--- src/rtl/cdma_wr_req_split_pkg.sv ---
// Shared types for the CDMA write front-end: bus widths and the splitter FSM state.
package iwTypes;

  localparam int LEN_BITS      = 24;
  localparam int AXI_DATA_BITS = 512;
  localparam int AXI_ADDR_BITS = 40;

  typedef enum logic [1:0] {
    S_IDLE  = 2'd0,
    S_CALC  = 2'd1,
    S_ISSUE = 2'd2
  } cdma_split_state_t;

endpackage

--- src/rtl/cdma_wr_req_split_if.sv ---
// Request-side and engine-side handshake bundle of the CDMA write request splitter.
interface cdma_wr_req_split_if import iwTypes::*; #(
  parameter int ADDR_BITS = AXI_ADDR_BITS,
  parameter int LEN_BITS  = iwTypes::LEN_BITS
);

  logic                 req_valid;
  logic                 req_ready;
  logic [ADDR_BITS-1:0] req_addr;
  logic [LEN_BITS-1:0]  req_len;
  logic                 req_ctl;
  logic                 cmpl_done;
  logic                 busy;
  logic                 ctrl_valid;
  logic                 stat_ready;
  logic [ADDR_BITS-1:0] ctrl_addr;
  logic [LEN_BITS-1:0]  ctrl_len;
  logic                 ctrl_ctl;
  logic                 stat_done;

  modport slave (
    input  req_valid, req_addr, req_len, req_ctl, stat_ready, stat_done,
    output req_ready, cmpl_done, busy, ctrl_valid, ctrl_addr, ctrl_len, ctrl_ctl
  );

  modport master (
    output req_valid, req_addr, req_len, req_ctl, stat_ready, stat_done,
    input  req_ready, cmpl_done, busy, ctrl_valid, ctrl_addr, ctrl_len, ctrl_ctl
  );

endinterface

--- src/rtl/cdma_wr_req_split_q_srl.sv ---
// Small synchronous FIFO holding one completion flag per outstanding sub-command.
module Q_srl import iwTypes::*; #(
  parameter int depth = 16,
  parameter int width = 1
) (
  input  logic             aclk,
  input  logic             aresetn,
  input  logic [width-1:0] i_d,
  input  logic             i_v,
  output logic             i_r,
  output logic [width-1:0] o_d,
  output logic             o_v,
  input  logic             o_r
);

  localparam int PW = (depth > 1) ? $clog2(depth) : 1;
  localparam int CW = $clog2(depth + 1);

  logic [width-1:0] mem_q [depth];
  logic [PW-1:0]    wr_ptr_q;
  logic [PW-1:0]    rd_ptr_q;
  logic [CW-1:0]    cnt_q;
  logic             push;
  logic             pop;

  function automatic logic [PW-1:0] ptr_next(input logic [PW-1:0] p);
    return (p == PW'(depth - 1)) ? '0 : p + PW'(1);
  endfunction

  assign i_r  = (cnt_q != CW'(depth));
  assign o_v  = (cnt_q != '0);
  assign o_d  = mem_q[rd_ptr_q];
  assign push = i_v & i_r;
  assign pop  = o_r & o_v;

  always_ff @(posedge aclk) begin
    if (push) mem_q[wr_ptr_q] <= i_d;
  end

  always_ff @(posedge aclk) begin
    if (!aresetn) begin
      wr_ptr_q <= '0;
      rd_ptr_q <= '0;
      cnt_q    <= '0;
    end else begin
      if (push) wr_ptr_q <= ptr_next(wr_ptr_q);
      if (pop)  rd_ptr_q <= ptr_next(rd_ptr_q);
      case ({push, pop})
        2'b10:   cnt_q <= cnt_q + CW'(1);
        2'b01:   cnt_q <= cnt_q - CW'(1);
        default: cnt_q <= cnt_q;
      endcase
    end
  end

endmodule

--- src/rtl/cdma_wr_req_split.sv ---
// Splits aligned write requests into CHUNK_BYTES-bounded sub-commands with credit tracking.
// Optional counters stat_reqs/stat_chunks are built when CDMA_SPLIT_STATS_EN is defined.
//
// state   | meaning
// S_IDLE  | ready for a request
// S_CALC  | size next sub-command up to the chunk boundary
// S_ISSUE | present sub-command to engine, wait for credit + handshake
module cdma_wr_req_split import iwTypes::*; #(
  parameter int DATA_BITS       = AXI_DATA_BITS,
  parameter int ADDR_BITS       = AXI_ADDR_BITS,
  parameter int CHUNK_BYTES     = 4096,
  parameter int MAX_OUTSTANDING = 8
) (
  input  logic                aclk,
  input  logic                aresetn,
  cdma_wr_req_split_if.slave  bus
`ifdef CDMA_SPLIT_STATS_EN
  ,
  output logic [31:0]         stat_reqs,
  output logic [31:0]         stat_chunks
`endif
);

  localparam int CW = $clog2(CHUNK_BYTES);
  localparam int RW = CW + 1;
  localparam int OW = $clog2(MAX_OUTSTANDING + 1);

  if ((CHUNK_BYTES < DATA_BITS / 8) || ((CHUNK_BYTES & (CHUNK_BYTES - 1)) != 0)) begin : g_cfg_err
    $error("CHUNK_BYTES must be a power of two no smaller than the data bus width in bytes");
  end

  cdma_split_state_t    state_q, state_d;
  logic [ADDR_BITS-1:0] addr_q;
  logic [LEN_BITS-1:0]  rem_q;
  logic                 ctl_q;
  logic                 last_q;
  logic [ADDR_BITS-1:0] ctrl_addr_q;
  logic [LEN_BITS-1:0]  ctrl_len_q;
  logic [OW-1:0]        outstanding_q;
  logic                 cmpl_q;

  logic [RW-1:0]        room;
  logic [LEN_BITS-1:0]  room_ext;
  logic [LEN_BITS-1:0]  chunk;
  logic                 last;
  logic                 req_ready_c;
  logic                 ctrl_valid_c;
  logic                 accept_c;
  logic                 credit_ok;
  logic                 issue;
  logic                 pop;
  logic                 q_i_r;
  logic                 q_o_v;
  logic [0:0]           q_o_d;

  assign room     = RW'(CHUNK_BYTES) - {1'b0, addr_q[CW-1:0]};
  assign room_ext = LEN_BITS'(room);
  assign chunk    = (rem_q < room_ext) ? rem_q : room_ext;
  assign last     = (rem_q <= room_ext);

  // Queue space and the outstanding counter both bound the credit.
  assign credit_ok = (outstanding_q < OW'(MAX_OUTSTANDING)) && q_i_r;
  assign issue     = ctrl_valid_c && bus.stat_ready;
  assign pop       = bus.stat_done && q_o_v;
  assign accept_c  = req_ready_c && bus.req_valid;

  always_ff @(posedge aclk) begin
    if (!aresetn) state_q <= S_IDLE;
    else          state_q <= state_d;
  end

  always_comb begin
    state_d      = state_q;
    req_ready_c  = 1'b0;
    ctrl_valid_c = 1'b0;
    case (state_q)
      S_IDLE: begin
        req_ready_c = 1'b1;
        if (bus.req_valid && (bus.req_len != '0)) state_d = S_CALC;
      end
      S_CALC: state_d = S_ISSUE;
      S_ISSUE: begin
        ctrl_valid_c = credit_ok;
        if (credit_ok && bus.stat_ready) state_d = last_q ? S_IDLE : S_CALC;
      end
      default: state_d = S_IDLE;
    endcase
  end

  always_ff @(posedge aclk) begin
    if (!aresetn) begin
      addr_q        <= '0;
      rem_q         <= '0;
      ctl_q         <= 1'b0;
      last_q        <= 1'b0;
      ctrl_addr_q   <= '0;
      ctrl_len_q    <= '0;
      outstanding_q <= '0;
      cmpl_q        <= 1'b0;
    end else begin
      if (accept_c && (bus.req_len != '0)) begin
        addr_q <= bus.req_addr;
        rem_q  <= bus.req_len;
        ctl_q  <= bus.req_ctl;
      end
      if (state_q == S_CALC) begin
        ctrl_addr_q <= addr_q;
        ctrl_len_q  <= chunk;
        last_q      <= last;
      end
      if (issue) begin
        addr_q <= addr_q + ADDR_BITS'(ctrl_len_q);
        rem_q  <= rem_q - ctrl_len_q;
      end
      case ({issue, pop})
        2'b10:   outstanding_q <= outstanding_q + OW'(1);
        2'b01:   outstanding_q <= outstanding_q - OW'(1);
        default: outstanding_q <= outstanding_q;
      endcase
      cmpl_q <= pop && q_o_d[0];
    end
  end

  Q_srl #(
    .depth (MAX_OUTSTANDING),
    .width (1)
  ) u_cmpl_q (
    .aclk    (aclk),
    .aresetn (aresetn),
    .i_d     (ctl_q & last_q),
    .i_v     (issue),
    .i_r     (q_i_r),
    .o_d     (q_o_d),
    .o_v     (q_o_v),
    .o_r     (bus.stat_done)
  );

  assign bus.req_ready  = req_ready_c;
  assign bus.ctrl_valid = ctrl_valid_c;
  assign bus.ctrl_addr  = ctrl_addr_q;
  assign bus.ctrl_len   = ctrl_len_q;
  assign bus.ctrl_ctl   = 1'b1;
  assign bus.cmpl_done  = cmpl_q;
  assign bus.busy       = (state_q != S_IDLE) || (outstanding_q != '0);

`ifdef CDMA_SPLIT_STATS_EN
  always_ff @(posedge aclk) begin
    if (!aresetn) begin
      stat_reqs   <= '0;
      stat_chunks <= '0;
    end else begin
      if (accept_c) stat_reqs   <= stat_reqs + 32'd1;
      if (issue)    stat_chunks <= stat_chunks + 32'd1;
    end
  end
`endif

endmodule

--- src/flat_wrapper.sv ---
// flat-port wrapper written by rule: the top's interface ports become plain ports
module cdma_wr_req_split_flat import iwTypes::*;
#(
  parameter int DATA_BITS       = AXI_DATA_BITS,
  parameter int ADDR_BITS       = AXI_ADDR_BITS,
  parameter int CHUNK_BYTES     = 4096,
  parameter int MAX_OUTSTANDING = 8
)
  (aclk, aresetn, bus_req_valid, bus_req_addr, bus_req_len, bus_req_ctl, bus_stat_ready, bus_stat_done, bus_req_ready, bus_cmpl_done, bus_busy, bus_ctrl_valid, bus_ctrl_addr, bus_ctrl_len, bus_ctrl_ctl);
  cdma_wr_req_split_if #(.ADDR_BITS(ADDR_BITS), .LEN_BITS((LEN_BITS))) bus_i ();
  input  logic aclk;
  input  logic aresetn;
  input wire logic [$bits(bus_i.req_valid)-1:0] bus_req_valid;
  input wire logic [$bits(bus_i.req_addr)-1:0] bus_req_addr;
  input wire logic [$bits(bus_i.req_len)-1:0] bus_req_len;
  input wire logic [$bits(bus_i.req_ctl)-1:0] bus_req_ctl;
  input wire logic [$bits(bus_i.stat_ready)-1:0] bus_stat_ready;
  input wire logic [$bits(bus_i.stat_done)-1:0] bus_stat_done;
  output wire logic [$bits(bus_i.req_ready)-1:0] bus_req_ready;
  output wire logic [$bits(bus_i.cmpl_done)-1:0] bus_cmpl_done;
  output wire logic [$bits(bus_i.busy)-1:0] bus_busy;
  output wire logic [$bits(bus_i.ctrl_valid)-1:0] bus_ctrl_valid;
  output wire logic [$bits(bus_i.ctrl_addr)-1:0] bus_ctrl_addr;
  output wire logic [$bits(bus_i.ctrl_len)-1:0] bus_ctrl_len;
  output wire logic [$bits(bus_i.ctrl_ctl)-1:0] bus_ctrl_ctl;
  assign bus_i.req_valid = bus_req_valid;
  assign bus_i.req_addr = bus_req_addr;
  assign bus_i.req_len = bus_req_len;
  assign bus_i.req_ctl = bus_req_ctl;
  assign bus_i.stat_ready = bus_stat_ready;
  assign bus_i.stat_done = bus_stat_done;
  assign bus_req_ready = bus_i.req_ready;
  assign bus_cmpl_done = bus_i.cmpl_done;
  assign bus_busy = bus_i.busy;
  assign bus_ctrl_valid = bus_i.ctrl_valid;
  assign bus_ctrl_addr = bus_i.ctrl_addr;
  assign bus_ctrl_len = bus_i.ctrl_len;
  assign bus_ctrl_ctl = bus_i.ctrl_ctl;
  cdma_wr_req_split #(.DATA_BITS(DATA_BITS), .ADDR_BITS(ADDR_BITS), .CHUNK_BYTES(CHUNK_BYTES), .MAX_OUTSTANDING(MAX_OUTSTANDING)) u_core (.aclk(aclk), .aresetn(aresetn), .bus(bus_i));
endmodule
--- config.mk ---
export PLATFORM = sky130hd
export DESIGN_NAME = cdma_wr_req_split_flat
export DESIGN_NICKNAME = d
export VERILOG_FILES = /design/src/rtl/cdma_wr_req_split_pkg.sv /design/src/rtl/cdma_wr_req_split_if.sv /design/src/rtl/cdma_wr_req_split_q_srl.sv /design/src/rtl/cdma_wr_req_split.sv /design/src/flat_wrapper.sv
export SDC_FILE = /design/constraint.sdc
export NUM_CORES = 1
export LEC_CHECK = 0
export ABC_AREA = 1
export BUFFER_PORTS_ARGS = -buffer_cell sky130_fd_sc_hd__buf_2
export CORE_MARGIN = 10
export CORE_UTILIZATION = 45
export CTS_CLUSTER_DIAMETER = 50
export CTS_CLUSTER_SIZE = 24
export DETAILED_ROUTE_END_ITERATION = 8
export HOLD_SLACK_MARGIN = 0.08
export MAX_ROUTING_LAYER = met4
export PLACE_DENSITY = 0.62
export RECOVER_POWER = 100
export SLEW_MARGIN = 20
export SYNTH_ARGS = -nofsm -noshare
export SYNTH_HDL_FRONTEND = slang
export SYNTH_HIERARCHICAL = 1
export SYNTH_SLANG_ARGS = --single-unit
--- constraint.sdc ---
create_clock -name aclk -period 9.2 [get_ports aclk]
set_clock_uncertainty 0.1 [all_clocks]
set_input_delay 2.76 -clock aclk [delete_from_list [all_inputs] [get_ports aclk]]
set_output_delay 2.76 -clock aclk [all_outputs]
set_load 0.01 [all_outputs]
After elaboration in Yosys (flattened, before gate mapping)

Memory sizes are Yosys's and may differ from the RTL's. A register that Yosys moved wholly into a read port is not among the register bits.
Index checks and enable logic that the tools add are counted.

Register bits: 147
Bits in writable memories: 8
Bits of input ports: 70
Output and inout port bits: 69
Logic and storage cells: 76
Memories kept: 1

Add/sub/neg operators: 9
Order comparisons: 3
Equal/unequal tests: 11
Muxes and demuxes: 19
Bitwise operators: 3
Reduce and logical (&&, ||, !) cells: 18

Memories:

| name                  | words | width | read ports | clocked after memory_dff | wr ports | RTL line                      | source |
|---|---|---|---|---|---|---|---|
| u_core.u_cmpl_q.mem_q | 8     | 1     | 1          | 1                        | 1        | cdma_wr_req_split_q_srl.sv:19 | `logic [width-1:0] mem_q [depth];` |

Operators with widths:

| operator                                             | number |
|---|---|
| 2-to-1 mux 40 bit                                    | 2 |
| 2-to-1 mux 24 bit                                    | 3 |
| adder 40 x 24 -> 40 bit                              | 1 |
| less-or-equal comparator 24 x 13 -> 1 bit            | 1 |
| < comparator 24 x 13 -> 1 bit                        | 1 |
| nonzero test 24 bit                                  | 1 |
| subtractor 24 bit                                    | 1 |
| one-hot mux 4 bit (2 select lines)                   | 2 |
| subtractor 13 x 12 -> 13 bit (first input constant)  | 1 |
| 2-to-1 mux 3 bit                                     | 4 |
| adder 4 x 1 -> 4 bit (second input constant)         | 2 |
| logical AND 1 bit                                    | 8 |
| nonzero test 2 bit                                   | 4 |
| nonzero test 4 bit                                   | 2 |
| subtractor 4 x 1 -> 4 bit (second input constant)    | 2 |
| adder 3 x 1 -> 3 bit (second input constant)         | 2 |
| equality test 2 x 1 -> 1 bit (second input constant) | 3 |
| equality test 2 bit (second input constant)          | 3 |
| equality test 3 bit (second input constant)          | 2 |
| one-hot mux 2 bit (3 select lines)                   | 1 |
| 2-to-1 mux 1 bit                                     | 5 |
| < comparator 4 bit (second input constant)           | 1 |
| 2-to-1 mux 2 bit                                     | 2 |
| != test 2 x 1 -> 1 bit (second input constant)       | 2 |
| other kinds (5)                                      | 7 |

Longest topological paths before layout

Gate-level depths: netlist (run 1).

Depth after elaboration: 7
Mapped depth: 19
Gate-level depth less buffers: 18

Hierarchy

Netlist (run 1), hierarchy kept.

Modules (own cells, without submodules):

| module            | times used | cells each | area an instance (sq um) | sequential area each (sq um) |
|---|---|---|---|---|
| cdma_wr_req_split | 1          | 1602       | 9984.6                   | 2742.6 |
| Q_srl             | 1          | 115        | 1037.2                   | 500.5 |

Worst setup path after synthesis (run 1)

OpenSTA, ideal clock, no wires.

Path kind: input -> register
Start point: input port bus_stat_ready
End point: register u_core.outstanding_q[3]
Arrival time: 4708 ps
Path slack: 4273 ps
Stages on the path: 15
Buffers on the path: 2
Cells stage by stage: nand3_1 > nor2_2 > inv_2 > buf_2 > clkbuf_1 > ha_1 > ha_1 > nand2_1 > nor2_1 > a211oi_1 > nor2_1 > nor2_1 > nand2_1 > o21ai_0 > a21oi_1

Cells in the longest elaborated chain, start to end: 3
Elaborated cells between the ends (all ways): 5
Classes of those cells: 2 x eq/ne; 1 x mux; 2 x reduce/logical

RTL lines:

| what                                                                     | RTL line                 | source |
|---|---|---|
| start, declared                                                          | flat_wrapper.sv:17       | `input wire logic [$bits(bus_i.stat_ready)-1:0] bus_stat_ready;` |
| logical AND 1 bit (*)                                                    | cdma_wr_req_split.sv:63  | `assign issue = ctrl_valid_c && bus.stat_ready;` |
| equality test 2 x 1 -> 1 bit or equality test 2 bit (tied branches)      | cdma_wr_req_split.sv:115 | `case ({issue, pop})` |
| one-hot mux 4 bit (2 select lines) or nonzero test 2 bit (tied branches) | n/a                      |  |
| end signal, assigned                                                     | cdma_wr_req_split.sv:116 | `2'b10: outstanding_q <= outstanding_q + OW'(1);` |
| end signal, assigned                                                     | cdma_wr_req_split.sv:117 | `2'b01: outstanding_q <= outstanding_q - OW'(1);` |
| end signal, assigned                                                     | cdma_wr_req_split.sv:118 | `default: outstanding_q <= outstanding_q;` |
| end, declared                                                            | cdma_wr_req_split.sv:39  | `logic [OW-1:0] outstanding_q;` |

Mark *: on every way between the ends. The rest lies on a longest branch, timed or not.
A chain may end at the register's enable or synchronous reset.

==> results.md, run 1 <==
* Core area at 0.0242 sq mm
* Drt initial violations at about 940
* Wire length reported by the detailed router at 35700 um
* Longest individual stage delay on the worst path at between 2 and 2.5 ns
* Leakage power summed over all cells at 0.00579 uW
* Wire length of the first global-routing pass at roughly 57000 um
* Worst r2r path cells at 11
* Endpoint of the worst hold-timing path: u_core/ctl_q
* CTS tree: yes
* Mean post-synth cell area at 6.42 sq um
* Count of cells along the worst hold path at 2
* Total die area at 0.0312 sq mm
* Worst reg-to-reg setup slack at just under 5 ns
* Dominant combinational cell family by area after synthesis: simple AND/OR/NAND/NOR gates
* Async set-or-reset flop fraction in the synthesized netlist at 0%
* Outcome: complete, but fails checks
* Largest net degree at the start of global routing at 86
* Total negative setup slack at 0 ns
* Portion of netlist area occupied by mux cells at 0%
* Startpoint of the worst hold path: u_core/ctl_q
* Clk sink count at 158
* Most area-consuming cells after synthesis: dfxtp_1 (27%), nand2_1 (14%), ha_1 (8.1%), nor2_1 (7.5%), inv_1 (7.1%)
* Die X-Extent at 177 um
* Number of cells after detailed placement at 2130
* # Post-CTS Setup Buffers at 0
* Ant. Diodes at 0
* Mean routed wirelength per cell at 16.5 um
* Clock-pin slew reported for the worst setup and hold paths after clock tree synthesis at approximately 0.070 ns
* Final period demand of the worst path at roughly 6.7 ns
* Crit path required time at 9.46 ns
* Proportion of netlist area held by the largest area contributor at 27.2%
* CP top delay family: buffers and inverters
* Effective utilization at floorplan at 45.6%
* Net count after synthesis at 1861
* Placement Rows at 57
* Non-Filler Instances at 2162
* Fraction of the mapped netlist area in adder cells at 8.60%
* Number of failing setup endpoints in the final timing report at 0
* Number of H-tree branching levels at 4
* Most used DFF post-synth: dfxtp_1
* Layout overhead on the synthesized area at 11.9%
* Failing checks: max-capacitance violations, max-slew violations
* Detailed placer's ending HPWL at about 27000 um
* Num CTS Buffers at 17
* CTS-repair resized insts at 0
* Crit path arrival time at approximately 7 ns
* Worst setup EP type: flip-flop
* Clk Latency, worst-skew pair at 0.44 ns
* Area share of xor/xnor cells in the synthesized design at 2.22%
* Pre-Repair DR Iteration Count at 5
* Filler cells at 2582
* Seq cells post-synth at 158
* Reg2Reg Capture Point: u_core/rem_q[21]
* Worst Path Class, Setup: in2reg
* Warnings from Yosys at 6
* Clock Root Buffer: clkbuf_16
* Share of the cycle needed by the critical path after routing at about 73%
* Critical Path Fanout Max at 70
* Endpoints failing hold at 0
* Pins over their slew limit at ~140
* Layout cells sized above 1 at 8.65%
* Post-synth EDFFs at 8
* Slowest cell on the critical path: clkbuf_1
* Synth area leader: dfxtp_1
* Last weighted congestion value of the routability-driven placer at between 0.9 and 1
* Post-DR vias/cell at 5.25
* Ports at 139
* FMAX at 149 MHz
* Chain of cells forming the critical path: buf_2 -> clkbuf_1 -> inv_1 -> buf_4 -> a21oi_1 -> o21ai_0 -> a21oi_1
* Startpoint of the worst register-to-register path: u_core/u_cmpl_q/cnt_q[1]
* Vias in the first global route at 10600
* Post-layout net count at 1969
* Sequential element share of the synthesized area at 29.4%
* Number of buffers on the longest clock path at 2
* Congestion Overflow GR at 0
* RSZ-0062 raised after global routing: no
* Setup crit start kind: input pin
* Die extent in y at 177 um
* Number of design rule violations left after detail routing at 0
* GRT Resource Usage Total at a little under a quarter
* DRT antenna net count at 0
* Type of the most critical hold path: reg2reg
* Number of unique standard cell types used by synthesis at 53
* Actual slew at the worst max-slew pin at 2.95 ns
* Share of synthesized cell area in and, or, nand and nor gates at about a third
* Synthesized instance count at 1717
* Via count at 11300
* Initial antenna violation count at 0
* Area fraction in compound gates after synthesis at 15.4%
* Port buffer count at 137
* Hold Buf Count CTS at 0
* Peak supply drop at 0.0000990 V
* Power density normalized to cell area at about 230 mW/mm^2
* Critical path buffer and inverter count at 4
* Max-slew headroom at -96.9%
* Library cell appearing most often on the critical path: a21oi_1
* Max-capacitance violation count at 3
* Post-Synthesis Cell Area at 0.0110 sq mm
-- per-stage QoR --
step / worst slack (ns) / utilization, % / total power (uW) / hold WS [ns] / instance area (sq um)
3_5_place_dp: 3.34 / 49.2 / 2120 / 0.377 / 11900
3_3_place_gp: 3.46 / 49.2 / 2100 / 0.367 / 11900
6_report: 2.50 / 51.0 / 2820 / 0.389 / 12300
2_1_floorplan: 4.27 / - / 1790 / 0.355 / 11000
4_1_cts: 3.82 / 51.7 / 2840 / 0.390 / 12500
5_1_grt: 2.00 / 51.0 / 3050 / 0.415 / 12300
-- registers in the layout, indices dropped and copies added, names as in the netlist, named ones only --
register,flops
u_core/ctl_q,1
u_core/u_cmpl_q/cnt_q,4
u_core/last_q,1
u_core/rem_q,24
u_core/bus.ctrl_addr,40
u_core/u_cmpl_q/wr_ptr_q,3
u_core/u_cmpl_q/rd_ptr_q,3
u_core/u_cmpl_q/mem_q,8
u_core/bus.ctrl_len,24
u_core/addr_q,40
u_core/outstanding_q,4
u_core/state_q,2
u_core/bus.cmpl_done,1
-- worst max-delay path by stage --
stage,startpoint,endpoint,slack [ns],cells after the start
after floorplan,bus_stat_ready,u_core/outstanding_q[3],4.27,15
after global placement,bus_req_len[23],u_core/rem_q[13],3.46,12
after detailed placement,bus_req_len[23],u_core/rem_q[19],3.34,12
after CTS,bus_req_len[23],u_core/addr_q[23],3.82,12
after global routing,aresetn,u_core/rem_q[0],2.00,7
final,aresetn,u_core/rem_q[0],2.50,7
-- power by group --
part / internal, uW / switching (uW) / total, uW
clock network: 365 / 348 / 713
logic: 409 / 787 / 1200
registers: 799 / 113 / 912
-- cells in the mapped netlist, types with 3 or more instances --
cell,number
nand2_1,412
nor2_1,220
inv_1,209
dfxtp_1,150
a21oi_1,133
nand3_1,118
o21ai_0,112
ha_1,71
clkbuf_1,33
nor3_1,25
a21oi_2,21
nand2_2,21
nand4_1,20
xor2_1,20
nand3b_1,16
buf_2,13
a31oi_1,11
inv_2,11
nor4_1,10
edfxtp_1,8
xnor2_1,8
o211ai_1,5
or2_0,5
a21o_1,4
and2_1,4
nor2_2,4
o21ai_1,4
o21bai_1,4
or2_2,4
a211oi_1,3
buf_6,3
fa_1,3
nand2_4,3
nor2_4,3
-- cells by family (layout without fill, tap and decap cells) --
| family | after synthesis | after routing |
|---|---|---|
| AND/OR/NAND/NOR | 874 | 874 |
| AO/OA/AOI/OAI | 306 | 306 |
| buffers and inverters | 276 | 397 |
| flip-flops | 158 | 158 |
| adder cells (fa/ha/maj) | 74 | 74 |
| XOR/XNOR | 28 | 28 |
| other | 1 | 1 |
-- routing by layer --
layer	part of all wire [%]	vias to the layer above	global-route usage, %
met5	0	-	-
li1	-	5801	-
met1	48	5126	31.5
met4	1.8	0	7.32
met3	6.4	43	3.52
met2	44	373	35.1
-- worst min-delay path, stage by stage (launching register included) --
cell and delay, ns:
dfxtp_1 0.33, nor2_1 0.05, nor2_1 0.08
-- final cells by class --
cell class                 count  area (sq um)  area share, %
inverter                     221           830           6.73
clock inverter                15           165           1.34
tap                          324           405           3.29
sequential                   158          3240           26.3
multi-input combinational   1283          6610           53.6
clock buffer                  17           425           3.45
timing repair buffer         144           646           5.24
-- layout by cell type (no fill, tap or decap), types with 6 or more instances in the layout --
cell / instances
a31oi_1: 11
nand2_1: 416
inv_8: 6
xor2_1: 20
nand3b_1: 16
inv_2: 8
a21oi_2: 7
clkbuf_16: 17
nand3_1: 118
clkbuf_1: 70
nand4_1: 20
nor4_1: 10
buf_2: 69
nor2_1: 219
o21ai_0: 113
nand2_2: 19
xnor2_1: 8
a21oi_1: 147
ha_1: 71
dfxtp_1: 150
edfxtp_1: 8
inv_1: 212
nor3_1: 25
Power figures use the tool's default switching activity.
==> run 2, diff against run 1 <==
--- a/config.mk
+++ b/config.mk
@@ -5,7 +5,7 @@
 export SDC_FILE = /design/constraint.sdc
 export NUM_CORES = 1
 export LEC_CHECK = 0
-export ABC_AREA = 1
+export ABC_AREA = 0
 export BUFFER_PORTS_ARGS = -buffer_cell sky130_fd_sc_hd__buf_2
 export CORE_MARGIN = 10
 export CORE_UTILIZATION = 45
@@ -14,7 +14,7 @@
 export DETAILED_ROUTE_END_ITERATION = 8
 export HOLD_SLACK_MARGIN = 0.08
 export MAX_ROUTING_LAYER = met4
-export PLACE_DENSITY = 0.62
+export PLACE_DENSITY = 0.65
 export RECOVER_POWER = 100
 export SLEW_MARGIN = 20
 export SYNTH_ARGS = -nofsm -noshare
==> constraint.sdc (replaced) <==
create_clock -name aclk -period 5.7 [get_ports aclk]
set_clock_uncertainty 0.1 [all_clocks]
set_input_delay 1.71 -clock aclk [delete_from_list [all_inputs] [get_ports aclk]]
set_output_delay 1.71 -clock aclk [all_outputs]
set_load 0.01 [all_outputs]
==> results.md, run 2 <==
* Outcome: complete, but fails checks
* Failing checks: max-capacitance violations, max-slew violations
* Ports at 139 (unchanged)
* Final period demand of the worst path at approximately 4.4 ns
* Number of cells after detailed placement at 1531 (-28%)
* Die X-Extent at 166 um (-6.2%)
* Placement Rows at 53 (-7.0%)
* Most used DFF post-synth: dfxtp_1
* Post-DR vias/cell at 5.76 (+9.9%)
* Startpoint of the worst register-to-register path: u_core/state_q[0]
* Num CTS Buffers at 17 (unchanged)
* Clk sink count at 158 (unchanged)
* Number of H-tree branching levels at 4 (unchanged)
* Worst r2r path cells at 4 (-7)
* Number of failing setup endpoints in the final timing report at 0 (unchanged)
* Number of unique standard cell types used by synthesis at 87 (+64%)
* Proportion of netlist area held by the largest area contributor at 31.5% (+4.3 points)
* Post-layout net count at 1419 (-28%)
* Leading cell type in the layout, fill and taps excluded: nand2_1
* Wire length reported by the detailed router at 28800 um (-19%)
* Congestion Overflow GR at 0 (unchanged)
* Crit path required time at 5.92 ns (-3.54 ns)
* Final worst slack at 1.29 ns (-1.22 ns)
* Placement-stage worst setup slack at 1.42 ns (-1.92 ns)
* Total die area at 0.0274 sq mm (-12%)
* Crit path arrival time at 4.63 ns (-2.33 ns)
* FMAX at between 200 and 250 MHz
* Post-synth EDFFs at 8 (unchanged)
* Total design power at 3190 uW (+13%)
* Total negative setup slack at 0 ns (unchanged)
* Critical Path Fanout Max at 56 (-20%)
* Port buffer count at 137 (unchanged)
* Last weighted congestion value of the routability-driven placer at 0.926 (-5.0%)
* Filler cells at 2136 (-17%)
* Clock-pin slew reported for the worst setup and hold paths after clock tree synthesis at 0.06 ns (about the same)
* Chain of cells forming the critical path: clkbuf_1 -> nor4_1 -> nand4_1 -> o21ai_0 -> nor3_2 -> clkbuf_2 -> nor2_1 -> buf_4 -> a22oi_1 -> o22ai_1
* Type of the most critical hold path: reg2reg
* Endpoint of the worst setup timing path: u_core/addr_q[10]
* Share of the cycle needed by the critical path after routing at 77.5%
* Warnings from Yosys at 6 (unchanged)
* Cell with the most instances after synthesis: nand2_1
* Pins over their slew limit at 201 (+43%)
* Seq cells post-synth at 158 (unchanged)
* Core area at 0.0210 sq mm (-13%)
* Number of buffers on the longest clock path at 2 (unchanged)
* # Post-CTS Setup Buffers at 0 (unchanged)
* Clk Latency, worst-skew pair at 0.44 ns (about the same)
* CTS-repair resized insts at 0 (unchanged)
* Endpoints failing hold at 0 (unchanged)
* Largest net degree at the start of global routing at 69 (-20%)
* Initial antenna violation count at 0 (unchanged)
* Worst Path Class, Setup: in2reg
* Most frequent cells after synthesis: nand2_1 (210), dfxtp_1 (150), a21oi_1 (125)
* Power density normalized to cell area at 295 mW/mm^2 (+29%)
* Synth area leader: dfxtp_1
* Die extent in y at 166 um (-6.2%)
* Launch point of the worst path: bus_req_len[22]
* Net count after synthesis at 1321 (-29%)
* Max-slew headroom at -56.1% (+41 points)
* Most area-consuming cells after synthesis: dfxtp_1 (31%), ha_1 (9.3%), nand2_1 (8.3%), a21oi_1 (6.6%), edfxtp_1 (2.5%)
* Mean routed wirelength per cell at 18.5 um (+12%)
* Number of design rule violations left after detail routing at 0 (unchanged)
* Via count at 9010 (-21%)
* Actual slew at the worst max-slew pin at 2.34 ns (-0.613 ns)
* Drt initial violations at 693 (-26%)
* Peak supply drop at 0.000166 V (+67%)
* Wire length of the first global-routing pass at 44900 um (-21%)
* Setup crit start kind: input pin
* Max-capacitance violation count at 5 (+2)
* GRT Resource Usage Total at 21.0% (-2.3 points)
* Clock Root Buffer: clkbuf_16
* Longest individual stage delay on the worst path at 0.73 ns (-1.35 ns)
* Ant. Diodes at 0 (unchanged)
* Layout cells sized above 1 at 10.6% (+1.9 points)
* Non-Filler Instances at 1563 (-28%)
* Reg2Reg Capture Point: u_core/bus.ctrl_len[5]
* Slowest cell on the critical path: clkbuf_2
* Sequential element share of the synthesized area at 34.0% (+4.6 points)
* Highest-count cells in the layout ignoring fill and taps: nand2_1 (211), dfxtp_1 (150), a21oi_1 (125)
* Detailed placer's ending HPWL at 21100 um (-22%)
* Layout overhead on the synthesized area at 13.2%
* DRT antenna net count at 0 (unchanged)
* Pre-Repair DR Iteration Count at 5 (unchanged)
* Worst reg-to-reg setup slack at 1.55 ns (-3.40 ns)
* Post-Synthesis Cell Area at 0.00953 sq mm (-13%)
* Effective utilization at floorplan at 45.5% (-0.090 points)
* Hold Buf Count CTS at 0 (unchanged)
* Worst setup EP type: flip-flop
* RSZ-0062 raised after global routing: no
* Mean post-synth cell area at 8.10 sq um (+26%)
* Vias in the first global route at 8465 (-20%)
* CTS tree: yes
* Async set-or-reset flop fraction in the synthesized netlist at 0% (unchanged)
* Leakage power summed over all cells at 0.00440 uW (-24%)
* Synthesized instance count at 1177 (-31%)
==> run 2: cell count changes in the layout (fill, tap and decap cells not counted), moves of 14 or more <==
| cell | change |
|---|---|
| nor2_1 | -156 |
| nand3_1 | -77 |
| nand2_2 | -17 |
| and3_1 | +14 |
| a21o_1 | +17 |
| o21ai_0 | -86 |
| xnor2_1 | +15 |
| inv_1 | -172 |
| a311oi_1 | +20 |
| a21oi_1 | -22 |
| nand2_1 | -205 |
==> run 2: kinds of logic (layout without fill, tap and decap cells) <==
logic type | Yosys count | after routing | synth area share [%]
xor gates and xnor gates | 50 | 50 | 4.59
DFF | 158 | 158 | 34.0
other | 1 | 1 | 0.0393
buffers and inverters | 110 | 221 | 4.58
muxes | 18 | 18 | 2.22
and+or+nand+nor | 450 | 450 | 22.1
adders and majority gates | 74 | 74 | 9.95
AOI/OAI and AO/OA | 316 | 316 | 22.5
==> run 2: critical path: cells and delay by family <==
kind	cells	cell delay (ns)
buffers and inverters	3	1.12
AO/OA/AOI/OAI	3	0.57
AND/OR/NAND/NOR	4	1.19
==> run 2: where the power goes <==
| part | internal (uW) | switching [uW] |
|---|---|---|
| Clock | 586 | 511 |
| Combinational | 340 | 484 |
| Sequential | 1180 | 90.5 |
| Total | 2100 | 1080 |
==> run 2: final cells by class <==
cell class	instances	area, sq um	area share [%]
multi-input combinational	909	5830	54.0
sequential	158	3240	30.0
timing repair buffer	148	663	6.14
clock buffer	19	443	4.10
tap	275	344	3.19
inverter	41	155	1.44
clock inverter	13	115	1.07
==> run 2: metrics by stage <==
step / cell area, sq um / hold WS, ns / utilization [%]
after global routing: 10800 / 0.373 / 51.5
after floorplan: 9530 / 0.332 / -
after CTS: 10900 / 0.355 / 52.2
after detailed placement: 10400 / 0.345 / 49.5
final: 10800 / 0.355 / 51.5
after global placement: 10400 / 0.340 / 49.5
==> run 2: routing by layer <==
metal,share of wire [%],up-vias,wire (um),track usage (%)
met2,45,264,13000,32.3
met3,5.7,31,1650,3.25
li1,-,4452,-,-
met4,1.2,0,348,5.63
met5,0,-,0,-
met1,48,4263,13800,28.3
==> run 2: worst min-delay path by stage <==
stage	startpoint	endpoint	slack [ns]	cells past startpoint
after floorplan	u_core/ctl_q	u_core/ctl_q	0.33	2
after global placement	u_core/ctl_q	u_core/ctl_q	0.34	2
after detailed placement	u_core/ctl_q	u_core/ctl_q	0.34	2
after CTS	u_core/ctl_q	u_core/ctl_q	0.35	2
after global routing	u_core/bus.ctrl_addr[7]	u_core/bus.ctrl_addr[7]	0.37	2
final	u_core/bus.ctrl_addr[10]	u_core/bus.ctrl_addr[10]	0.36	2
